## src/rtl/rom_load_arb.sv

```systemverilog
// Shared ROM BRAM port owner: HPS image download, CPU/AVG read arbitration,
// and CPU reset sequencing around image loads.
module rom_load_arb #(
  parameter int unsigned ROM_BYTES = 24576,
  parameter int unsigned AW        = 15,
  parameter int unsigned HOLD_CYC  = 1024
) (
  input  logic          clk_sys,
  input  logic          reset,
  input  logic          ioctl_download,
  input  logic          ioctl_wr,
  input  logic [24:0]   ioctl_addr,
  input  logic [7:0]    ioctl_dout,
  input  logic          cpu_req,
  input  logic [AW-1:0] cpu_addr,
  output logic          cpu_gnt,
  output logic          cpu_rvalid,
  output logic [7:0]    cpu_rdata,
  input  logic          vg_req,
  input  logic [AW-1:0] vg_addr,
  output logic          vg_gnt,
  output logic          vg_rvalid,
  output logic [7:0]    vg_rdata,
  output logic [AW-1:0] mem_addr,
  output logic          mem_we,
  output logic [7:0]    mem_din,
  input  logic [7:0]    mem_dout,
  output logic          cpu_reset,
  output logic          rom_err,
  output logic          loaded
);

  localparam int unsigned CW = $clog2(ROM_BYTES + 1);
  localparam int unsigned HW = (HOLD_CYC > 1) ? $clog2(HOLD_CYC) : 1;
  localparam logic [24:0]   ROM_END   = 25'(ROM_BYTES);
  localparam logic [CW-1:0] CNT_FULL  = CW'(ROM_BYTES);
  localparam logic [CW-1:0] CNT_MAX   = '1;
  localparam logic [HW-1:0] HOLD_LAST = HW'(HOLD_CYC - 1);

  typedef enum logic [1:0] {IDLE, LOAD, HOLD, RUN} state_t;

  state_t        state;
  logic [CW-1:0] byte_cnt;
  logic [HW-1:0] hold_cnt;
  logic          pri_vg;
  logic          cpu_reset_q;
  logic [7:0]    cpu_rdata_q;
  logic [7:0]    vg_rdata_q;

  logic load_wr, in_range, wr_ok, wr_bad, start_load, arb_en, cpu_win, vg_win;

  // Download writes are only accepted once LOAD has been entered.
  assign load_wr    = (state == LOAD) && ioctl_download && ioctl_wr;
  assign in_range   = ioctl_addr < ROM_END;
  assign wr_ok      = load_wr && in_range;
  assign wr_bad     = load_wr && !in_range;
  assign start_load = ioctl_download && (state != LOAD);

  // Reads are served only in RUN, and not in the cycle a new download shows up.
  assign arb_en  = (state == RUN) && !ioctl_download;
  assign cpu_win = arb_en && cpu_req && (!vg_req || !pri_vg);
  assign vg_win  = arb_en && vg_req && (!cpu_req || pri_vg);

  assign cpu_gnt = cpu_win;
  assign vg_gnt  = vg_win;

  // A download arriving in RUN must hold the CPU in reset immediately.
  assign cpu_reset = cpu_reset_q || ((state == RUN) && ioctl_download);

  // Read data is live on the return cycle and held afterwards.
  assign cpu_rdata = cpu_rvalid ? mem_dout : cpu_rdata_q;
  assign vg_rdata  = vg_rvalid ? mem_dout : vg_rdata_q;

  // Shared BRAM port mux: download write, else granted reader.
  always_comb begin
    mem_addr = '0;
    mem_we   = 1'b0;
    mem_din  = '0;
    if (wr_ok) begin
      mem_we   = 1'b1;
      mem_addr = ioctl_addr[AW-1:0];
      mem_din  = ioctl_dout;
    end else if (cpu_win) begin
      mem_addr = cpu_addr;
    end else if (vg_win) begin
      mem_addr = vg_addr;
    end
  end

  // Sequencer, byte counter, round-robin pointer and read-return registers.
  always_ff @(posedge clk_sys or posedge reset) begin
    if (reset) begin
      state       <= IDLE;
      byte_cnt    <= '0;
      hold_cnt    <= '0;
      pri_vg      <= 1'b0;
      cpu_reset_q <= 1'b1;
      rom_err     <= 1'b0;
      loaded      <= 1'b0;
      cpu_rvalid  <= 1'b0;
      vg_rvalid   <= 1'b0;
      cpu_rdata_q <= '0;
      vg_rdata_q  <= '0;
    end else begin
      cpu_rvalid <= cpu_win;
      vg_rvalid  <= vg_win;
      if (cpu_rvalid) cpu_rdata_q <= mem_dout;
      if (vg_rvalid)  vg_rdata_q  <= mem_dout;

      if (cpu_win)     pri_vg <= 1'b1;
      else if (vg_win) pri_vg <= 1'b0;

      if (start_load) begin
        state       <= LOAD;
        byte_cnt    <= '0;
        rom_err     <= 1'b0;
        loaded      <= 1'b0;
        cpu_reset_q <= 1'b1;
      end else begin
        case (state)
          LOAD: begin
            if (!ioctl_download) begin
              if ((byte_cnt < CNT_FULL) || rom_err) begin
                state   <= IDLE;
                rom_err <= 1'b1;
              end else begin
                state    <= HOLD;
                hold_cnt <= '0;
              end
            end else begin
              if (wr_ok && (byte_cnt != CNT_MAX)) byte_cnt <= byte_cnt + 1'b1;
              if (wr_bad) rom_err <= 1'b1;
            end
          end
          HOLD: begin
            if (hold_cnt == HOLD_LAST) begin
              state       <= RUN;
              loaded      <= 1'b1;
              cpu_reset_q <= 1'b0;
            end else begin
              hold_cnt <= hold_cnt + 1'b1;
            end
          end
          default: ;
        endcase
      end
    end
  end

endmodule

```

## config.mk

```make
export PLATFORM = sky130hd
export DESIGN_NAME = rom_load_arb
export DESIGN_NICKNAME = d
export VERILOG_FILES = /design/src/rtl/rom_load_arb.sv
export SDC_FILE = /design/constraint.sdc
export NUM_CORES = 1
export LEC_CHECK = 0
export BUFFER_PORTS_ARGS = -buffer_cell sky130_fd_sc_hd__buf_2
export CAP_MARGIN = 5
export CORE_ASPECT_RATIO = 1.1
export CORE_MARGIN = 3
export CORE_UTILIZATION = 41
export DETAILED_ROUTE_END_ITERATION = 6
export HOLD_SLACK_MARGIN = 0.12
export PLACE_DENSITY = 0.71
export SETUP_SLACK_MARGIN = 0.5
export SYNTH_ARGS = -nofsm -noshare
export SYNTH_HDL_FRONTEND = slang
export SYNTH_SLANG_ARGS = --single-unit
```

## constraint.sdc

```tcl
create_clock -name clk_sys -period 2.1 [get_ports clk_sys]
set_input_delay 0.21 -clock clk_sys [delete_from_list [all_inputs] [get_ports clk_sys]]
set_output_delay 0.21 -clock clk_sys [all_outputs]
set_load 0.005 [all_outputs]
```

==> impl_metrics.csv, run 1 <==
group,metric,value,unit
outcome,status,"completed",
synth,syn_area_per_cell,9.41,um2
placement,place_congestion,0.857,
clock_network,clk_path_buf_depth,2,
die,io_pins,124,
worst_hold_path,hp-class,"input pin to register",
finish,layout_common_cells,"buf_2 (114), dfrtp_1 (41), nand2_1 (27)",
sta,finalSetupViolations,0,
finish,fin_util,65.6,%
clock_network,ctsHtreeMaxLevel,2,
critical_path,arrival,1.68,ns
critical_path,setup.worst_path.class,"register to output pin",
grt,grt_usage,21.6,%
die,die_x,84.4,um
sta,slew_headroom,62.0,%
clock_network,cts_sinks,49,
die,fp-row-count,30,
sta,fin_tns_setup,0,ns
finish,drive_gt1_share,58.2,%
die,core_area,6380,um2
placement,post_dp_cell_area,3500,um2
routing,dr.pass1.iters,4,
sta,setup_slack,0.206,ns
clock_network,clk_latency,0.31,ns
sta,min_period,1.89,ns
critical_path,cp_num_buf_inv,3,
critical_path,worst_path_max_delay_cell,"dfrtp_2",
critical_path,end_kind,"output pin",
die,die_area,7790,um2
sta,worst_pin_slew,0.569,ns
placement,port_buffers,123,
critical_path,cp.depth,6,
critical_path,cp_common_cell,"buf_6",
critical_path,reg2reg_from,"state[1]$_DFFE_PP0P_",
finish,finalNetCount,521,
finish,antennaDiodeCount,0,
placement,placedCellCount,488,
critical_path,rr_worst_depth,6,
sta,final-max-slew-violation-count,0,
critical_path,setup.worst_path.start,"state[1]$_DFFE_PP0P_",
grt,grt-ovfl-total,0,
die,start_util,43.5,%
synth,synth_top_area_share,43.3,%
critical_path,crit_fanout,7,
routing,drtIter0Drc,288,
routing,drc,0,
synth,syn_inst,295,
synth,yosysTopAreaCell,"dfrtp_1",
synth,synth_edf_count,0,
critical_path,r2r_slack,0.25,ns
synth,seq_area_frac_synth,44.2,%
routing,ant_nets,0,
die,die_h,92.3,um
clock_network,cts_inserted_buffers,5,
critical_path,rr_endpoint,"byte_cnt[2]$_DFFE_PP0P_",
critical_path,worstSetupEndpoint,"mem_din[3]",
grt,grt_max_degree,27,
synth,ys_async_sr_fraction,100,%
grt,grt_pass1_wl,13900,um
synth,netlist-cell-type-count,47,
pwr,peakVddDrop,283,uV
placement,preCtsSetupSlack,0.188,ns
finish,final_common_cell,"buf_2",
routing,viasPerCell,5.70,
critical_path,crit_family,"simple AND/OR/NAND/NOR gates",
synth,ys_warn_count,0,
synth,yosys_most_used_dff,"dfrtp_1",
synth,ys_top_cells_by_area,"dfrtp_1 (43%), mux2_2 (6.5%), nand2_1 (6.0%)",
placement,hpwl,5920,um
sta,period_share,90.2,%
sta,timing.fmax,528,MHz
finish,area_growth,50.9,%
routing,routed-via-count,2982,
flow_run,maxCapViolCount,0,
synth,synth_area,2780,um2
critical_path,crit_chain,"and4b_1 -> nand4_1 -> buf_6 -> clkinv_4 -> and2_4 -> buf_6",
clock_network,cts_tree,"built",
routing,routed_wl,9260,um
sta,finClkSkew,0.0128,ns
synth,synth_seq_cells,49,
sta,hold_ws,0.156,ns
routing,wl_per_cell,17.7,um
critical_path,crit_path_max_incr_delay,0.42,ns
pwr,p_leak,2.08,nW
pwr,p_per_area,410,nW/um2
clock_network,cts.clk_slew.worst_paths,0.10,ns
clock_network,cts-root-buf,"clkbuf_8",
synth,syn-num-nets,374,
critical_path,required,1.89,ns
grt,grt_antenna_before_repair,0,
grt,grt_pass1_vias,2800,
pwr,power.total,1.72,mW
critical_path,startpoint_type,"register",
sta,hold_viol,0,
sta,rsz0062_at_grt,"yes",
finish,fin_area,4190,um2
finish,layoutNonFillerInstCount,523,
-- report_power, final --
part | total (mW) | internal [mW] | switching, mW
combinational | 0.189 | 0.0947 | 0.0947
sequential | 0.980 | 0.964 | 0.0158
clock | 0.547 | 0.230 | 0.316
total | 1.72 | 1.29 | 0.427
-- cell type report --
cell class | count | area [um2]
Clock buffer | 5 | 68.8
Clock inverter | 3 | 17.5
Fill cell | 495 | 2190
Inverter | 9 | 38.8
Multi-Input combinational cell | 220 | 1740
Sequential cell | 49 | 1240
Tap cell | 80 | 100
Timing Repair Buffer | 156 | 982
Timing Repair inverter | 1 | 6.26
-- synth_stat cells (3+ instances only) --
cell type and count:
a21o_1 4, a21oi_1 19, a22oi_1 15, and2_1 12
and3_1 4, and4_1 6, clkbuf_1 14, dfrtp_1 48
inv_1 9, mux2_2 16, mux2i_1 3, nand2_1 44
nand2b_1 5, nand3_1 11, nand4_1 10, nor2_1 5
nor3_1 3, nor4_1 4, o21ai_0 4, o31ai_1 11
o41ai_1 7, or4_1 10
-- registers in the layout, indices dropped and copies added, names as in the netlist --
| name | flops |
|---|---|
| byte_cnt | 15 |
| cpu_rdata_q | 8 |
| cpu_reset_q | 1 |
| cpu_rvalid | 1 |
| hold_cnt | 10 |
| loaded | 1 |
| pri_vg | 1 |
| rom_err | 1 |
| state | 2 |
| vg_rdata_q | 8 |
| vg_rvalid | 1 |
-- timing repair --
| action | CTS | global route |
|---|---|---|
| pin swaps | 19 | 26 |
| hold buffers | 1 | 0 |
| hold endpoints to repair | 23 | 0 |
| cloned | 4 | 1 |
| gates resized for setup | 32 | 73 |
| setup endpoints to repair | 59 | 51 |
| buffers inserted | 15 | 6 |
-- worst reg2reg max path, stage by stage (launching register included) --
cell and delay, ns:
dfrtp_2 0.42, and4b_1 0.29, nand4_1 0.18, buf_6 0.22, buf_6 0.13, or4_1 0.42, a21oi_2 0.13
-- cells by family (layout without fill, tap and decap cells) --
| family | after synthesis | in the layout | synth area share, % |
|---|---|---|---|
| AO/OA/AOI/OAI | 69 | 69 | 17.0 |
| adder cells (fa/ha/maj) | 2 | 2 | 0.902 |
| buffers and inverters | 28 | 174 | 4.42 |
| flip-flops | 49 | 49 | 44.2 |
| multiplexers | 19 | 19 | 7.57 |
| AND/OR/NAND/NOR | 128 | 130 | 25.9 |
-- worst min path at each step --
stage | startpoint | to | slack [ns] | cells past startpoint
finish | mem_dout[2] | vg_rdata_q[2]$_DFF_PP0_ | 0.16 | 2
CTS | vg_req | pri_vg$_DFFE_PP0P_ | 0.15 | 2
global route | mem_dout[3] | cpu_rdata_q[3]$_DFF_PP0_ | 0.14 | 2
detailed placement | reset | byte_cnt[1]$_DFFE_PP0P_ | 0.29 | 2
floorplan | vg_req | pri_vg$_DFFE_PP0P_ | 0.31 | 1
global placement | reset | cpu_rvalid$_DFF_PP0_ | 0.28 | 2
-- routing by layer --
layer  global-route usage (%)  part of all wire [%]
met1                     28.7                    40
met3                     3.59                   5.3
met4                     5.01                   1.9
met5                        0                     0
met2                     37.0                    53
No activity file was read; power rests on OpenSTA's default activity.
==> run 2: changes to the inputs <==
--- a/config.mk
+++ b/config.mk
@@ -10,10 +10,11 @@
 export CORE_ASPECT_RATIO = 1.1
 export CORE_MARGIN = 3
 export CORE_UTILIZATION = 41
+export CTS_BUF_LIST = sky130_fd_sc_hd__clkbuf_8 sky130_fd_sc_hd__clkbuf_16
 export DETAILED_ROUTE_END_ITERATION = 6
 export HOLD_SLACK_MARGIN = 0.12
 export PLACE_DENSITY = 0.71
-export SETUP_SLACK_MARGIN = 0.5
+export SETUP_SLACK_MARGIN = 0.05
 export SYNTH_ARGS = -nofsm -noshare
 export SYNTH_HDL_FRONTEND = slang
 export SYNTH_SLANG_ARGS = --single-unit
==> run 2 against run 1 <==
- sequential share of layout area rose by 4.1 points
- via count decreased by 6.9%
- global-route usage shrank 2.4 points
- count of clock-buffer cells in the layout stayed put
- cell count down 3.8%
- clock skew shrank 0.010 ns
- critical path type is now register to register
- largest cell class unchanged
- largest power group unchanged
==> impl_metrics.csv, run 2 (synthesis gave the netlist of run 1 again) <==
group,metric,value,unit
grt,grt_pass1_vias,2576,
sta,hold_viol,0,
sta,fin_tns_setup,0,ns
finish,reg.largest.list,"byte_cnt (15), hold_cnt (10)",
pwr,p_int,1.29,mW
pwr,switching_power,0.413,mW
pwr,p_leak,1.89,nW
clock_network,clk_path_buf_depth,2,
pwr,p_sw_share,24.2,%
finish,regMostFlops,"byte_cnt",
critical_path,setup.worst_path.class,"register to register",
finish,fin_area,3660,um2
flow_run,maxCapViolCount,0,
clock_network,cts_sinks,49,
placement,hpwl,6010,um
routing,wl_per_cell,15.3,um
clock_network,cts-root-buf,"clkbuf_8",
finish,area_growth,31.8,%
routing,drtIter0Drc,182,
routing,routed_wl,7700,um
sta,worst_pin_slew,0.567,ns
critical_path,crit_chain,"ha_1 -> and4_1 -> and4_4 -> or3_1 -> a221o_1",
finish,antennaDiodeCount,0,
die,start_util,43.5,%
sta,timing.fmax,510,MHz
sta,slew_headroom,62.1,%
placement,preCtsSetupSlack,0.141,ns
pwr,clkPwrFrac,32.6,%
critical_path,worst_path_max_delay_cell,"dfrtp_1",
routing,drc,0,
finish,largest_reg_flops,15,
placement,port_buffers,123,
critical_path,crit_fanout,14,
clock_network,clk_latency,0.30,ns
outcome,status,"completed",
finish,drive_gt1_share,40.9,%
routing,dr.pass1.iters,4,
pwr,power.total,1.71,mW
grt,grt_antenna_before_repair,0,
critical_path,cp_num_buf_inv,0,
pwr,p_per_area,466,nW/um2
critical_path,crit_path_max_incr_delay,0.41,ns
critical_path,end_kind,"register",
grt,grt_usage,19.3,%
routing,routed-via-count,2776,
die,fp-row-count,30,
finish,final_common_cell,"buf_2",
grt,grt_pass1_wl,12200,um
sta,rsz0062_at_grt,"no",
critical_path,arrival,2.15,ns
die,die_x,84.4,um
die,io_pins,124,
pwr,p_seq_share,57.4,%
sta,min_period,1.96,ns
sta,period_share,93.3,%
grt,grt_max_degree,27,
routing,viasPerCell,5.52,
die,die_h,92.3,um
routing,ant_nets,0,
placement,post_dp_cell_area,3490,um2
pwr,peakVddDrop,349,uV
die,core_area,6380,um2
sta,finalSetupViolations,0,
critical_path,startpoint_type,"register",
clock_network,cts_inserted_buffers,5,
die,die_area,7790,um2
finish,finalNetCount,501,
clock_network,cts.clk_slew.worst_paths,0.09,ns
critical_path,crit_family,"simple AND/OR/NAND/NOR gates",
finish,layout_common_cells,"buf_2 (123), dfrtp_1 (46), nand2_1 (44)",
placement,place_congestion,0.833,
sta,final-max-slew-violation-count,0,
critical_path,required,2.29,ns
clock_network,cts_tree,"built",
worst_hold_path,hp-class,"input pin to register",
sta,setup_slack,0.141,ns
sta,finClkSkew,0.00287,ns
pwr,p_comb_share,10.0,%
grt,grt-ovfl-total,0,
clock_network,ctsHtreeMaxLevel,2,
==> run 2: cell count changes in the layout (fill, tap and decap cells not counted), moves of 9 or more <==
cell     previous run  this run
nand2_1            27        44
nand2_2            13         0
buf_2             114       123
buf_4              24        11
buf_6              13         2
a21oi_1             9        19
a21oi_2            10         0
==> run 2: final timing paths <==
| kind | from | endpoint | slack, ns | depth (start not counted) |
|---|---|---|---|---|
| min in group asynchronous | reset | cpu_rdata_q[1]$_DFF_PP0_ | 0.51 | 3 |
| max in group asynchronous | reset | cpu_reset_q$_DFFE_PP1P_ | 0.99 | 4 |
| worst max register to register | hold_cnt[0]$_DFFE_PP0P_ | hold_cnt[7]$_DFFE_PP0P_ | 0.14 | 5 |
| worst max-delay path | hold_cnt[0]$_DFFE_PP0P_ | hold_cnt[7]$_DFFE_PP0P_ | 0.14 | 5 |
| worst min-delay path | ioctl_download | rom_err$_DFFE_PP0P_ | 0.16 | 2 |
| worst min register to register | cpu_rdata_q[0]$_DFF_PP0_ | cpu_rdata_q[0]$_DFF_PP0_ | 0.50 | 1 |
==> run 2: area by class of cell <==
| class | instances | area (um2) |
|---|---|---|
| sequential | 49 | 1230 |
| clock buffer | 5 | 68.8 |
| clock inverter | 3 | 21.3 |
| tap | 80 | 100 |
| timing repair buffer | 139 | 761 |
| multi-input combinational | 218 | 1440 |
| inverter | 9 | 33.8 |
| fill | 565 | 2720 |
==> run 2: power groups by stage <==
stage          Sequential [mW]  Combinational, mW  Clock (mW)
3_5_place_dp              1.00              0.163           0
4_1_cts                  0.981              0.166       0.582
5_1_grt                  0.984              0.189       0.613
2_1_floorplan            0.995             0.0568           0
3_3_place_gp             0.998              0.159           0
6_report                 0.980              0.170       0.555
==> run 2: what timing repair did <==
action,in CTS,in global routing
pin swaps,0,0
hold endpoints to repair,26,0
hold buffers,2,0
gates resized for setup,2,9
gates cloned,0,0
setup endpoints to repair,15,24
setup buffers,0,4
==> run 2: per-stage QoR <==
stage          util (%)  hold WS, ns  std cells
2_1_floorplan         -        0.307        295
3_3_place_gp       54.7        0.301        489
3_5_place_dp       54.7        0.305        489
4_1_cts            56.5        0.152        499
5_1_grt            57.3        0.156        503
6_report           57.3        0.162        503
==> run 2: routing by layer <==
layer  track usage, %  part of all wire (%)  vias up
met3             4.13                   7.4        6
met4             5.28                  0.94        0
met5                0                     0        -
met2             35.1                    51      106
li1                 -                     -     1354
met1             22.7                    41     1310
==> run 3: changes to the inputs <==
--- a/config.mk
+++ b/config.mk
@@ -7,13 +7,15 @@
 export LEC_CHECK = 0
 export BUFFER_PORTS_ARGS = -buffer_cell sky130_fd_sc_hd__buf_2
 export CAP_MARGIN = 5
+export CELL_PAD_IN_SITES_DETAIL_PLACEMENT = 2
+export CELL_PAD_IN_SITES_GLOBAL_PLACEMENT = 2
 export CORE_ASPECT_RATIO = 1.1
 export CORE_MARGIN = 3
-export CORE_UTILIZATION = 41
+export CORE_UTILIZATION = 24
 export CTS_BUF_LIST = sky130_fd_sc_hd__clkbuf_8 sky130_fd_sc_hd__clkbuf_16
 export DETAILED_ROUTE_END_ITERATION = 6
 export HOLD_SLACK_MARGIN = 0.12
-export PLACE_DENSITY = 0.71
+export PLACE_DENSITY = 0.74
 export SETUP_SLACK_MARGIN = 0.05
 export SYNTH_ARGS = -nofsm -noshare
 export SYNTH_HDL_FRONTEND = slang
==> run 3 against run 2 <==
- critical path depth rose by 1
- via count grew 4.8%
- wire length rose by 28%
- core utilization fell by 22 points
- sequential share of layout area is 1.9 points lower
- largest cell class unchanged
- total power increased by 19%
- flip-flop and latch count stayed put
- combinational power is essentially flat
- maximum frequency down 1.9%
==> impl_metrics.csv, run 3 (synthesis gave the netlist of run 1 again) <==
group,metric,value,unit
outcome,status,"completed",
routing,dr.pass1.iters,4,
clock_network,cts.clk_slew.worst_paths,0.08,ns
routing,drtIter0Drc,60,
finish,area_growth,39.7,%
critical_path,startpoint_type,"register",
finish,reg.largest.list,"byte_cnt (15), hold_cnt (10)",
placement,place_congestion,0.788,
routing,routed_wl,9840,um
sta,finClkSkew,0.00696,ns
routing,drc,0,
grt,grt_pass1_wl,15800,um
finish,num-fill-cells,1298,
sta,timing.fmax,501,MHz
grt,grt_max_degree,50,
worst_hold_path,hp-start,"vg_req",
finish,regMostFlops,"byte_cnt",
critical_path,crit_path_max_incr_delay,0.43,ns
clock_network,ctsHtreeMaxLevel,2,
placement,post_dp_cell_area,3630,um2
placement,port_buffers,123,
grt,grt-ovfl-total,0,
grt,grt_pass1_vias,3195,
routing,routed-via-count,2909,
sta,worst_pin_slew,0.504,ns
routing,viasPerCell,5.06,
die,start_util,25.0,%
sta,slew_headroom,66.4,%
worst_hold_path,hp-class,"input pin to register",
clock_network,cts_inserted_buffers,5,
pwr,peakVddDrop,280,uV
finish,fin_area,3880,um2
finish,final_common_cell,"buf_2",
die,die_h,119,um
critical_path,cp_common_cell,"buf_4",
grt,grt_usage,15.2,%
clock_network,clk_latency,0.30,ns
sta,hold_viol,0,
die,io_pins,124,
flow_run,maxCapViolCount,0,
critical_path,crit_fanout,6,
placement,hpwl,7460,um
critical_path,setup.worst_path.class,"register to register",
die,fp-row-count,40,
routing,wl_per_cell,17.1,um
grt,grt_antenna_before_repair,0,
critical_path,reg2reg_from,"state[1]$_DFFE_PP0P_",
die,die_area,12900,um2
sta,period_share,95.1,%
sta,fin_tns_setup,0,ns
clock_network,cts-root-buf,"clkbuf_16",
die,core_area,11100,um2
critical_path,crit_chain,"buf_4 -> nor2b_1 -> buf_4 -> and4_4 -> or3_1 -> a221o_1",
routing,ant_nets,0,
critical_path,r2r_slack,0.10,ns
finish,antennaDiodeCount,0,
critical_path,setup.worst_path.start,"state[1]$_DFFE_PP0P_",
pwr,p_leak,1.94,nW
finish,drive_gt1_share,42.5,%
sta,finalSetupViolations,0,
sta,min_period,2.00,ns
finish,largest_reg_flops,15,
clock_network,cts_tree,"built",
finish,layout_common_cells,"buf_2 (124), dfrtp_1 (46), nand2_1 (44)",
finish,finalNetCount,506,
finish,multiInputGateArea,1460,um2
critical_path,worst_path_max_delay_cell,"dfrtp_2",
finish,fin_util,34.9,%
clock_network,cts_sinks,49,
critical_path,end_kind,"register",
finish,seq_area,1230,um2
sta,rsz0062_at_grt,"yes",
sta,final-max-slew-violation-count,0,
clock_network,clk_path_buf_depth,2,
pwr,p_per_area,522,nW/um2
critical_path,required,2.29,ns
die,die_x,109,um
critical_path,arrival,2.19,ns
[run 3: timing repair]
item	4_1_cts	5_1_grt
pin swaps	0	1
gates cloned	0	1
setup buffers	0	5
hold endpoints to repair	48	0
hold buffers	1	0
gates resized for setup	10	5
setup endpoints to repair	23	25
[run 3: report_power, final]
part	switching [mW]	internal (mW)
Combinational	0.0800	0.0878
Sequential	0.0184	0.964
Clock	0.415	0.458
Total	0.513	1.51
[run 3: metrics by stage]
stage | setup slack, ns | total power [mW] | hold WS (ns) | cells
finish | 0.102 | 2.02 | 0.154 | 575
global route | 0.0203 | 2.11 | 0.170 | 575
CTS | 0.0507 | 2.05 | 0.130 | 569
detailed placement | 0.126 | 1.17 | 0.285 | 560
global placement | 0.223 | 1.16 | 0.275 | 560
floorplan | 0.104 | 1.05 | 0.307 | 295
[run 3: area by class of cell]
| cell class | count | share of cell area [%] |
|---|---|---|
| Clock buffer | 5 | 3.23 |
| Clock inverter | 3 | 0.742 |
| Inverter | 9 | 0.936 |
| Multi-Input combinational cell | 218 | 37.6 |
| Sequential cell | 49 | 31.7 |
| Tap cell | 147 | 4.74 |
| Timing Repair Buffer | 144 | 21.0 |
[run 3: worst max-delay path: cells and delay by family, from the launching register on]
family | cells | cell delay [ns]
AND/OR/NAND/NOR | 3 | 0.76
flip-flops | 1 | 0.43
AO/OA/AOI/OAI | 1 | 0.37
buffers and inverters | 2 | 0.31
[run 3: final timing paths]
check                           cells after the start                       end
worst max-delay path                                6   hold_cnt[7]$_DFFE_PP0P_
worst min-delay path                                2        pri_vg$_DFFE_PP0P_
worst max register to register                      6   hold_cnt[7]$_DFFE_PP0P_
worst min register to register                      1   vg_rdata_q[0]$_DFF_PP0_
max in group asynchronous                           4   cpu_reset_q$_DFFE_PP1P_
min in group asynchronous                           4  byte_cnt[11]$_DFFE_PP0P_
[run 3: metal layers]
layer | wire [um] | global-route usage, % | vias up | share of wire (%)
met5 | 0 | 0 | - | 0
met4 | 105 | 3.79 | 0 | 1.1
met3 | 631 | 2.89 | 6 | 6.4
met2 | 5040 | 27.3 | 110 | 51
met1 | 4060 | 18.2 | 1431 | 41
li1 | - | - | 1362 | -
